--- src/rtl/uart_tx_pkg.sv ---
// Shared constants and FSM state encoding for the streaming UART transmitter.
// UART_TX_PARITY_EN adds the PARITY state (8E1 frames); default build is 8N1.
package uart_tx_pkg;

    localparam int DATA_W          = 8;
    localparam int CLK_DIV_DEFAULT = 234;

    typedef enum logic [2:0] {
        ST_IDLE,
        ST_START,
        ST_DATA,
`ifdef UART_TX_PARITY_EN
        ST_PARITY,
`endif
        ST_STOP
    } tx_state_e;

endpackage

--- src/rtl/uart_tx_fifo.sv ---
// Synchronous byte FIFO; DEPTH must be a power of two so pointers wrap naturally.
module uart_tx_fifo #(
    parameter int DEPTH = 8,
    parameter int W     = 8
) (
    input  logic                       clk,
    input  logic                       rst,
    input  logic                       push,
    input  logic [W-1:0]               wdata,
    input  logic                       pop,
    output logic [W-1:0]               rdata,
    output logic                       full,
    output logic                       empty,
    output logic [$clog2(DEPTH):0]     level
);
    localparam int AW = $clog2(DEPTH);

    logic [W-1:0]  mem_q [DEPTH];
    logic [AW-1:0] wr_ptr_q, rd_ptr_q;
    logic [AW:0]   level_q;
    logic          do_push, do_pop;

    assign full    = (level_q == (AW+1)'(DEPTH));
    assign empty   = (level_q == '0);
    assign level   = level_q;
    assign rdata   = mem_q[rd_ptr_q];
    assign do_push = push && !full;
    assign do_pop  = pop && !empty;

    always_ff @(posedge clk) begin
        if (do_push) mem_q[wr_ptr_q] <= wdata;
    end

    always_ff @(posedge clk) begin
        if (rst) begin
            wr_ptr_q <= '0;
            rd_ptr_q <= '0;
            level_q  <= '0;
        end else begin
            if (do_push) wr_ptr_q <= wr_ptr_q + AW'(1);
            if (do_pop)  rd_ptr_q <= rd_ptr_q + AW'(1);
            case ({do_push, do_pop})
                2'b10:   level_q <= level_q + (AW+1)'(1);
                2'b01:   level_q <= level_q - (AW+1)'(1);
                default: level_q <= level_q;
            endcase
        end
    end

endmodule

--- src/rtl/uart_tx_stream.sv ---
// Streaming UART transmitter: byte FIFO feeding an 8N1 serializer (8E1 when
// UART_TX_PARITY_EN is defined). txd is registered and trails state by one cycle.
module uart_tx_stream
    import uart_tx_pkg::*;
#(
    parameter int CLK_DIV    = CLK_DIV_DEFAULT,
    parameter int FIFO_DEPTH = 8
) (
    input  logic                          clk,
    input  logic                          rst,
    input  logic [DATA_W-1:0]             in_data,
    input  logic                          in_valid,
    output logic                          in_ready,
    output logic                          txd,
    output logic                          busy,
    output logic [$clog2(FIFO_DEPTH):0]   fifo_level
);
    localparam int CW = $clog2(CLK_DIV + 1);

    tx_state_e         state_q, state_d;
    logic [CW-1:0]     cnt_q, cnt_d;
    logic [2:0]        bit_q, bit_d;
    logic [DATA_W-1:0] data_q, data_d;
    logic              txd_q, txd_d;

    logic              fifo_full, fifo_empty, pop;
    logic [DATA_W-1:0] fifo_rdata;
    logic              baud_end;

    uart_tx_fifo #(.DEPTH(FIFO_DEPTH), .W(DATA_W)) u_fifo (
        .clk   (clk),
        .rst   (rst),
        .push  (in_valid),
        .wdata (in_data),
        .pop   (pop),
        .rdata (fifo_rdata),
        .full  (fifo_full),
        .empty (fifo_empty),
        .level (fifo_level)
    );

    assign in_ready = !fifo_full;
    assign busy     = (state_q != ST_IDLE) || (fifo_level != '0);
    assign txd      = txd_q;
    assign baud_end = (cnt_q == CW'(CLK_DIV - 1));

    always_comb begin
        state_d = state_q;
        bit_d   = bit_q;
        data_d  = data_q;
        pop     = 1'b0;
        case (state_q)
            ST_IDLE: begin
                if (!fifo_empty) begin
                    pop     = 1'b1;
                    data_d  = fifo_rdata;
                    state_d = ST_START;
                end
            end
            ST_START: if (baud_end) state_d = ST_DATA;
            ST_DATA: begin
                if (baud_end) begin
                    bit_d = bit_q + 3'd1;
`ifdef UART_TX_PARITY_EN
                    if (bit_q == 3'd7) state_d = ST_PARITY;
`else
                    if (bit_q == 3'd7) state_d = ST_STOP;
`endif
                end
            end
`ifdef UART_TX_PARITY_EN
            ST_PARITY: if (baud_end) state_d = ST_STOP;
`endif
            ST_STOP: begin
                // Chain straight into the next start bit when more data waits.
                if (baud_end) begin
                    if (!fifo_empty) begin
                        pop     = 1'b1;
                        data_d  = fifo_rdata;
                        state_d = ST_START;
                    end else begin
                        state_d = ST_IDLE;
                    end
                end
            end
            default: state_d = ST_IDLE;
        endcase

        if (state_d != state_q || state_q == ST_IDLE || baud_end) cnt_d = '0;
        else                                                      cnt_d = cnt_q + CW'(1);

        case (state_q)
            ST_START:  txd_d = 1'b0;
            ST_DATA:   txd_d = data_q[bit_q];
`ifdef UART_TX_PARITY_EN
            ST_PARITY: txd_d = ^data_q;
`endif
            default:   txd_d = 1'b1;
        endcase
    end

    always_ff @(posedge clk) begin
        if (rst) begin
            state_q <= ST_IDLE;
            cnt_q   <= '0;
            bit_q   <= '0;
            data_q  <= '0;
            txd_q   <= 1'b1;
        end else begin
            state_q <= state_d;
            cnt_q   <= cnt_d;
            bit_q   <= bit_d;
            data_q  <= data_d;
            txd_q   <= txd_d;
        end
    end

endmodule

--- config.mk ---
export PLATFORM = sky130hd
export DESIGN_NAME = uart_tx_stream
export DESIGN_NICKNAME = d
export VERILOG_FILES = /design/src/rtl/uart_tx_pkg.sv /design/src/rtl/uart_tx_fifo.sv /design/src/rtl/uart_tx_stream.sv
export SDC_FILE = /design/constraint.sdc
export NUM_CORES = 1
export LEC_CHECK = 0
export ABC_AREA = 1
export CORE_UTILIZATION = 60
export CTS_CLUSTER_DIAMETER = 30
export DETAILED_ROUTE_END_ITERATION = 16
export PLACE_DENSITY = 0.79
export SYNTH_ARGS = -nofsm -noshare
export SYNTH_HDL_FRONTEND = slang
export SYNTH_HIERARCHICAL = 1
export SYNTH_SLANG_ARGS = --single-unit
export TNS_END_PERCENT = 10
--- constraint.sdc ---
create_clock -name clk -period 3 [get_ports clk]
set_input_delay 0.3 -clock clk [delete_from_list [all_inputs] [get_ports clk]]
set_output_delay 0.3 -clock clk [all_outputs]
set_load 0.05 [all_outputs]
==> results of run 1 <==
[how the worst max path moves through the flow]
stage	from	end	slack [ps]
2_1_floorplan	u_fifo/level[2]	u_fifo/level[2]	460
3_3_place_gp	cnt_q[0]	u_fifo/level[2]	740
3_5_place_dp	u_fifo/level[2]	u_fifo/level[2]	630
4_1_cts	u_fifo/level[3]	u_fifo/level[2]	590
5_1_grt	u_fifo/level[1]	u_fifo/level[2]	320
6_report	u_fifo/level[2]	u_fifo/level[2]	570
[area by class of cell]
class,count,area [um^2]
sequential,100,2640
multi-input combinational,289,1520
inverter,49,184
clock inverter,4,53.8
timing repair buffer,26,238
tap,99,124
clock buffer,12,135
fill,570,2350
[flip-flops by register name, indices dropped and copies added (netlist names), named ones only]
register	flops
u_fifo/mem_q	64
cnt_q	8
data_q	8
u_fifo/level	4
bit_q	3
state_q	3
u_fifo/rd_ptr_q	3
u_fifo/wr_ptr_q	3
txd	1
[metal layers]
metal,vias to the layer above,global-route usage,part of all wire
met5,-,0,0
met2,71,0.379,0.48
met4,0,0.101,0.020
li1,1543,-,-
met1,1449,0.296,0.44
met3,14,0.0476,0.056
[Yosys cell counts (all sizes together)]
library cell,instances
a211oi,1
a21oi,20
buf,11
clkbuf,2
conb,1
dfxtp,36
edfxtp,64
ha,9
inv,49
mux2i,8
nand2,83
nand3,28
nand3b,1
nand4,2
nor2,73
nor3,5
nor3b,2
nor4,1
o21ai,37
o22ai,8
or2,4
xnor2,4
xor2,2
[stage by stage]
stage / util / setup slack [ps]
floorplan: - / 457
global placement: 0.650 / 738
detailed placement: 0.650 / 629
CTS: 0.676 / 590
global route: 0.676 / 317
finish: 0.676 / 572
[placed cells by master (no fill, tap or decap), drive strengths merged, types with 9 or more instances in the layout]
cell / n
buf: 9
nor2: 73
ha: 9
nand3: 28
nand2: 83
clkdlybuf4s50: 17
clkbuf: 12
dfxtp: 36
inv: 49
o21ai: 37
a21oi: 20
edfxtp: 64
[report_power, final]
part / internal, uW / switching, uW
logic: 355 / 633
registers: 1610 / 106
clock network: 388 / 440
total: 2350 / 1180
[kinds of logic after synthesis]
kind of cell / count (synthesis) / share of synthesized area
compound gates: 66 / 0.0856
xor+xnor: 6 / 0.0117
fa+ha+maj: 9 / 0.0251
buf+inv: 62 / 0.0714
flops: 100 / 0.589
mux: 8 / 0.0178
other cells: 1 / 0.000836
simple gates: 199 / 0.199
==> metrics, run 1 <==
CTS clk-pin slew, worst paths ~90 ps; ANT cells 0; ratio of cells with drive above 1 in the final layout 0.108; largest cells by area after synthesis edfxtp_1 43%, dfxtp_1 16%, nand2_1 6.4%; Leak 0.00189 uW; Iteration-0 DRC Markers 161; worst r2r dst u_fifo/level[2]; post-route minimum period between 2000 and 2500 ps; WHS Endpoint cnt_q[0]; clk root buf clkbuf_8; PD cells slightly above 700 mW/mm^2; Hold WS ~480 ps; cells along the critical path inv_1, nand3_2, inv_1, inv_1, nand2_1, a21oi_1, nand2_2, inv_1, ha_1, nand2_1, inv_1, nor2_1, ha_1, a21oi_1, xnor2_1, o21ai_0, inv_1; Crit path depth 17; Worst-Margin Slew just under 900 ps; Synth top area share 0.428; antenna violations before repair 0; Core Rows 31; register bit total from synthesis 100; Design Power approximately 3500 uW; Die Area ~0.0078 mm^2; RSZ-0062 raised after global routing false; fin nets about 500; hpwl dp 5530 um; first-pass GRT wire length ~13000 um; Worst Hold Launch cnt_q[0]; H-tree lvl count 3; Routed Antenna Nets 0; Crit path required time 3260 ps; drt pass-1 iters 4; Vias/cell around 5.3; cell count after synthesis roughly 450; setup_tns 0 ps; syn nets around 470; largest net degree at the start of global routing 33; Max stage delay on crit path about 420 ps; Crit path max-delay family buffers and inverters; DRC 0; Setup violations, final 0; post-synth top area cell edfxtp_1; VDD IR max 0.573 mV; Die H approximately 88 um; io pins 18; Critical-path top delay cell dfxtp_1; final wirelength slightly above 8000 um; Worst Setup Start Kind register; Placed Cells incl. Taps around 560; GRT overflow 0; GPL Wtd Cong ~0.82; Synth Cell Area 0.00449 mm^2; port bufs 17; final non-filler cell total approximately 580; distinct cell type count after synthesis 38; initial core utilization 0.619; fin crit share 0.809; Hold Crit Class reg2reg; fmax between 400 and 500 MHz; Final Max Tran Viols 0; Post-DP Area 0.00471 mm^2; Num CTS Buffers 9; Post-Syn Area per Cell a little under 10 um^2; Reg2Reg Depth 17; Fin. Hold Viols 0; area delta synth->final 9.23%; Ys Warns 6; most used cell, CP inv_1; Resize count post-CTS 0; Sink Count 100; max-cap viol count 0; critical path class reg2reg; Slew HR 0.419; Clock Latency Late Sink approximately 360 ps; Post-CTS Setup Bufs 0; Die X between 80 and 90 um; Worst Path Arrival about 2700 ps; Hold Crit Depth 1; Max Fanout on Critical Path 6; all-layer global routing usage 0.230; CTS tree built; reg2reg setup slack between 500 and 600 ps; CTS Hold Bufs 0; wire per inst 14.0 um; status finished, final reports clean; worst reg2reg startpoint u_fifo/level[2]; vias in the first global route 2996; Core Region 0.00725 mm^2; Setup crit end kind register; vias approximately 3000; skew final approximately 8.8 ps; worst-case clock buffer depth 2; Seq/Total Area, Yosys 0.589; final instance area about 0.0049 mm^2; CP bufs+invs 6
(Power assumes the default switching activity.)
==> run 2: changes to the inputs <==
--- a/config.mk
+++ b/config.mk
@@ -6,10 +6,10 @@
 export NUM_CORES = 1
 export LEC_CHECK = 0
 export ABC_AREA = 1
-export CORE_UTILIZATION = 60
+export CORE_UTILIZATION = 54
 export CTS_CLUSTER_DIAMETER = 30
 export DETAILED_ROUTE_END_ITERATION = 16
-export PLACE_DENSITY = 0.79
+export PLACE_DENSITY = 0.75
 export SYNTH_ARGS = -nofsm -noshare
 export SYNTH_HDL_FRONTEND = slang
 export SYNTH_HIERARCHICAL = 1
==> constraint.sdc (replaced) <==
create_clock -name clk -period 2.2 [get_ports clk]
set_input_delay 0.22 -clock clk [delete_from_list [all_inputs] [get_ports clk]]
set_output_delay 0.22 -clock clk [all_outputs]
set_load 0.05 [all_outputs]
==> metrics, run 2 (synthesis gave the netlist of run 1 again) <==
Hold Crit Depth 2 (was 1); Sink Count 100 (unchanged); RSZ-0062 raised after global routing true (was false); Placed Cells incl. Taps 575 (was 563); Setup WS post-layout 119 ps (was 572 ps); worst-case clock buffer depth 2 (unchanged); Vias/cell 5.22 (was 5.31); fin nets 504 (was 495); Worst Hold Launch u_fifo/rd_ptr_q[1] (was cnt_q[0]); Design Power 4920 uW (was 3530 uW); Largest Register u_fifo/mem_q (unchanged); initial core utilization 0.569 (was 0.619); Largest register FFs 64 (unchanged); clk root buf clkbuf_8 (unchanged); Routed Antenna Nets 0 (unchanged); Hold Crit Class reg2reg (unchanged); CTS tree built (unchanged); antenna violations before repair 0 (unchanged); largest net degree at the start of global routing 34 (was 33); ANT cells 0 (unchanged); Leak 0.00195 uW (was 0.00189 uW); DRC 0 (unchanged); Die X 93.2 um (was 88.5 um); Max Fanout on Critical Path 4 (was 6); io pins 18 (unchanged); status finished, final reports clean (unchanged); post-route minimum period 2080 ps (was 2430 ps); Post-DP Area 0.00481 mm^2 (was 0.00471 mm^2); wire per inst 14.0 um (about the same); port bufs 17 (unchanged); Worst Path Arrival 2340 ps (was 2690 ps); Reg2Reg Depth 17 (unchanged); Final Max Tran Viols 0 (unchanged); Core Rows 32 (was 31); max-cap viol count 0 (unchanged); GPL Wtd Cong 0.851 (was 0.824); PD cells 974 mW/mm^2 (was 720 mW/mm^2); area delta synth->final 12.5% (was 9.23%); Die H 93.2 um (was 88.5 um); commonest non-fill, non-tap cells in the layout 76 x nand2_1, 67 x nor2_1, 64 x edfxtp_1 (was 77 x nand2_1, 69 x nor2_1, 64 x edfxtp_1); fin crit share 0.946 (was 0.809); first-pass GRT wire length 13900 um (was 13300 um); drt pass-1 iters 4 (unchanged); critical path class reg2reg (unchanged); most common cell after layout, fill and taps aside nand2_1 (unchanged); hpwl dp 5320 um (was 5530 um); worst r2r dst u_fifo/level[2] (unchanged); CTS clk-pin slew, worst paths 100 ps (was 90 ps); Die Area 0.00868 mm^2 (was 0.00783 mm^2); vias in the first global route 3008 (was 2996); H-tree lvl count 3 (unchanged); all-layer global routing usage 0.212 (was 0.230); CTS Hold Bufs 0 (unchanged); VDD IR max 0.808 mV (was 0.573 mV); vias 3086 (was 3077); Iteration-0 DRC Markers 151 (was 161); Worst-Margin Slew 570 ps (was 869 ps); Core Region 0.00789 mm^2 (was 0.00725 mm^2); skew final 13.6 ps (was 8.76 ps); final non-filler cell total 591 (was 579); Slew HR 0.619 (was 0.419); Fin. Hold Viols 0 (unchanged); Worst Setup Start Kind register (unchanged); Clock Latency Late Sink 370 ps (was 360 ps); Setup crit end kind register (unchanged); Num CTS Buffers 9 (unchanged); ratio of cells with drive above 1 in the final layout 0.155 (was 0.108); Post-CTS Setup Bufs 0 (unchanged); Crit path required time 2460 ps (was 3260 ps); pre-CTS worst setup slack -4.28 ps (was 629 ps); post-layout util 0.640 (was 0.676); Regs by FF count u_fifo/mem_q: 64 flops, cnt_q: 8 flops, data_q: 8 flops (unchanged); Setup violations, final 0 (unchanged); final wirelength 8300 um (was 8080 um); fmax 481 MHz (was 412 MHz); worst reg2reg startpoint cnt_q[1] (was u_fifo/level[2]); reg2reg setup slack 120 ps (was 570 ps); final instance area 0.00505 mm^2 (was 0.00490 mm^2); GRT overflow 0 (unchanged)
run 2: changes by cell type in the layout (fill, tap and decap cells not counted), moves of 3 or more:
cell	before	now
buf_4	9	17
clkbuf_1	3	0
dfxtp_1	36	32
dfxtp_4	0	4
run 2: routing by layer:
| metal | vias to the layer above | GRT usage | wire, um |
|---|---|---|---|
| met5 | - | 0 | 0 |
| met4 | 0 | 0.0885 | 87 |
| met3 | 7 | 0.0390 | 408 |
| met2 | 43 | 0.346 | 3930 |
| met1 | 1467 | 0.279 | 3870 |
| li1 | 1569 | - | - |
run 2: worst max-delay path by stage:
| stage | from | endpoint | cells past startpoint |
|---|---|---|---|
| global placement | cnt_q[1] | u_fifo/level[2] | 17 |
| finish | cnt_q[1] | u_fifo/level[2] | 17 |
| floorplan | u_fifo/level[2] | u_fifo/level[2] | 17 |
| global route | cnt_q[1] | u_fifo/level[2] | 17 |
| detailed placement | cnt_q[1] | u_fifo/level[2] | 17 |
| CTS | cnt_q[1] | u_fifo/level[2] | 17 |
run 2: cell type report:
| class | count | area (um^2) |
|---|---|---|
| clock buffer | 9 | 124 |
| timing repair buffer | 35 | 317 |
| inverter | 49 | 184 |
| clock inverter | 7 | 68.8 |
| sequential | 100 | 2660 |
| tap | 102 | 128 |
| multi-input combinational | 289 | 1570 |
| fill | 614 | 2840 |
run 2: stage by stage:
step                hold WS [ps]  TNS [ps]
floorplan                    289         0
detailed placement           478     -4.28
CTS                          496         0
global route                 513     -38.8
global placement             473         0
finish                       495         0
run 2: worst max-delay path: stages, from the launching register on:
cell	delay, ps
dfxtp_1	330
inv_1	60
ha_1	130
nand2_1	80
nor2_4	130
nand2_4	90
a21oi_4	130
nand2_2	70
inv_2	70
ha_4	140
nand2_1	60
inv_1	80
nor2_2	40
ha_1	180
a21oi_2	130
xnor2_1	90
o21ai_1	110
inv_1	40
run 2: repair_timing:
action	4_1_cts	5_1_grt
resized for setup	3	11
cloned	0	0
setup endpoints to repair	2	3
run 2: where the power goes:
part	total [uW]	internal, uW	switching [uW]
clock	1120	443	678
combinational	1450	536	912
sequential	2350	2210	141
total	4920	3190	1730
==> run 3: changes to the inputs <==
--- a/config.mk
+++ b/config.mk
@@ -6,10 +6,11 @@
 export NUM_CORES = 1
 export LEC_CHECK = 0
 export ABC_AREA = 1
-export CORE_UTILIZATION = 54
+export CORE_UTILIZATION = 60
 export CTS_CLUSTER_DIAMETER = 30
 export DETAILED_ROUTE_END_ITERATION = 16
-export PLACE_DENSITY = 0.75
+export MAX_ROUTING_LAYER = met4
+export PLACE_DENSITY = 0.79
 export SYNTH_ARGS = -nofsm -noshare
 export SYNTH_HDL_FRONTEND = slang
 export SYNTH_HIERARCHICAL = 1
==> constraint.sdc (replaced) <==
create_clock -name clk -period 2 [get_ports clk]
set_input_delay 0.2 -clock clk [delete_from_list [all_inputs] [get_ports clk]]
set_output_delay 0.2 -clock clk [all_outputs]
set_load 0.05 [all_outputs]
==> metrics, run 3 (synthesis gave the netlist of run 1 again) <==
Num CTS Buffers 9 (unchanged); Die Area 0.00783 mm^2 (was 0.00868 mm^2); Die H 88.5 um (was 93.2 um); final wirelength 8690 um (was 8300 um); Core Rows 31 (was 32); Vias/cell 5.27 (was 5.22); port bufs 17 (unchanged); Worst Setup Start Kind register (unchanged); RSZ-0062 raised after global routing true (unchanged); initial core utilization 0.619 (was 0.569); worst-case clock buffer depth 2 (unchanged); vias 3212 (was 3086); vias in the first global route 2996 (was 3008); violated checks negative setup slack; largest net degree at the start of global routing 33 (was 34); Worst Path Arrival 2330 ps (was 2340 ps); Crit path required time 2270 ps (was 2460 ps); CTS clk-pin slew, worst paths 100 ps (about the same); final non-filler cell total 610 (was 591); Max Fanout on Critical Path 4 (unchanged); CTS tree built (unchanged); reg2reg setup slack -60 ps (was 120 ps); critical path class reg2reg (unchanged); Leak 0.00206 uW (was 0.00195 uW); Final Max Tran Viols 0 (unchanged); status complete, but fails checks (was finished, final reports clean); Hold WS 490 ps (was 495 ps); Core Region 0.00725 mm^2 (was 0.00789 mm^2); Regs by FF count u_fifo/mem_q: 64 flops, cnt_q: 8 flops, data_q: 8 flops (unchanged); PD cells 1050 mW/mm^2 (was 974 mW/mm^2); GRT overflow 0 (unchanged); clk root buf clkbuf_8 (unchanged); multi-input combinational cell area 0.00159 mm^2 (was 0.00157 mm^2); Storage cell area 0.00266 mm^2 (about the same); all-layer global routing usage 0.253 (was 0.212); most common cell after layout, fill and taps aside nand2_1 (unchanged); hpwl dp 5560 um (was 5320 um); Filler cells 536 (was 614); max-cap viol count 0 (unchanged); wire per inst 14.2 um (was 14.0 um); Setup crit end kind register (unchanged); final instance area 0.00521 mm^2 (was 0.00505 mm^2); Slew HR 0.635 (was 0.619); pre-CTS worst setup slack -69.1 ps (was -4.28 ps); Worst-Margin Slew 546 ps (was 570 ps); DRC 0 (unchanged); Die X 88.5 um (was 93.2 um); Post-DP Area 0.00490 mm^2 (was 0.00481 mm^2); antenna violations before repair 0 (unchanged); post-route minimum period 2060 ps (was 2080 ps); fmax 485 MHz (was 481 MHz); ANT cells 0 (unchanged); H-tree lvl count 3 (unchanged); Hold Crit Class reg2reg (unchanged); Setup WS post-layout -61.1 ps (was 119 ps); Largest Register u_fifo/mem_q (unchanged); commonest non-fill, non-tap cells in the layout 75 x nand2_1, 66 x nor2_1, 64 x edfxtp_1 (was 76 x nand2_1, 67 x nor2_1, 64 x edfxtp_1); GPL Wtd Cong 0.932 (was 0.851); Sink Count 100 (unchanged); drt pass-1 iters 4 (unchanged); Iteration-0 DRC Markers 152 (was 151); CTS Hold Bufs 0 (unchanged); Clock Latency Late Sink 370 ps (about the same); Placed Cells incl. Taps 582 (was 575); skew final 5.15 ps (was 13.6 ps); fin crit share 1.03 (was 0.946); Fin. Hold Viols 0 (unchanged); Largest register FFs 64 (unchanged); io pins 18 (unchanged); VDD IR max 1.09 mV (was 0.808 mV); fin nets 526 (was 504); Setup violations, final 1 (was 0); Routed Antenna Nets 0 (unchanged); ratio of cells with drive above 1 in the final layout 0.215 (was 0.155); area delta synth->final 16.1% (was 12.5%); first-pass GRT wire length 14000 um (was 13900 um)
run 3: cell types whose count changed in the layout (fill, tap and decap cells not counted), moves of 2 or more:
| cell | before | now |
|---|---|---|
| buf_4 | 17 | 41 |
| inv_1 | 45 | 41 |
| dfxtp_1 | 32 | 29 |
| dfxtp_2 | 0 | 3 |
| inv_2 | 4 | 7 |
| a21oi_2 | 9 | 11 |
| clkinvlp_4 | 0 | 2 |
| ha_1 | 8 | 6 |
run 3: layer usage:
layer  GRT usage  routed length (um)  up-vias
met5           -                   0        -
met4       0.103                 168        0
met2       0.397                4240       97
li1            -                   -     1612
met1       0.325                3670     1488
met3      0.0494                 616       15
run 3: path summary, 6_finish.rpt:
| kind | startpoint | to | cells after the start |
|---|---|---|---|
| setup / recovery | cnt_q[1] | u_fifo/level[2] | 17 |
| hold / removal | u_fifo/rd_ptr_q[1] | u_fifo/rd_ptr_q[1] | 2 |
| setup reg to reg | cnt_q[1] | u_fifo/level[2] | 17 |
| hold reg to reg | u_fifo/rd_ptr_q[1] | u_fifo/rd_ptr_q[1] | 2 |
run 3: where the power goes:
part | switching (uW) | internal [uW] | total [uW]
clock | 733 | 472 | 1200
combinational | 1050 | 671 | 1720
sequential | 134 | 2430 | 2560
run 3: per-stage QoR:
stage	power (uW)	setup TNS, ps	util
final	5490	-61.1	0.718
after global placement	4190	0	0.675
after global routing	5780	-336	0.718
after floorplan	3830	0	-
after detailed placement	4240	-83.4	0.675
after CTS	5460	-10.7	0.713
run 3: area by class of cell:
class / instances / share of cell area
sequential: 100 / 0.511
multi-input combinational: 289 / 0.304
timing repair buffer: 57 / 0.0903
inverter: 49 / 0.0358
clock buffer: 9 / 0.0238
tap: 99 / 0.0238
clock inverter: 7 / 0.0113
run 3: worst max-delay path, stage by stage, from the launching register on:
cell and delay (ps):
dfxtp_2 340, inv_2 60, ha_4 130, nand2_4 40, nor2_4 140, nand2_4 70
a21oi_2 130, nand2_2 80, inv_2 80, ha_4 150, nand2_2 60, inv_2 70
nor2_2 40, ha_2 170, a21oi_2 140, xnor2_1 100, o21ai_1 130, inv_1 50
run 3: what timing repair did:
item                                   in CTS  in global routing
buffers inserted                            8                  4
setup endpoints to repair                   2                  5
pin swaps                                   8                  4
gates resized for setup                    12                  3
endpoints found under the hold margin       0                  0
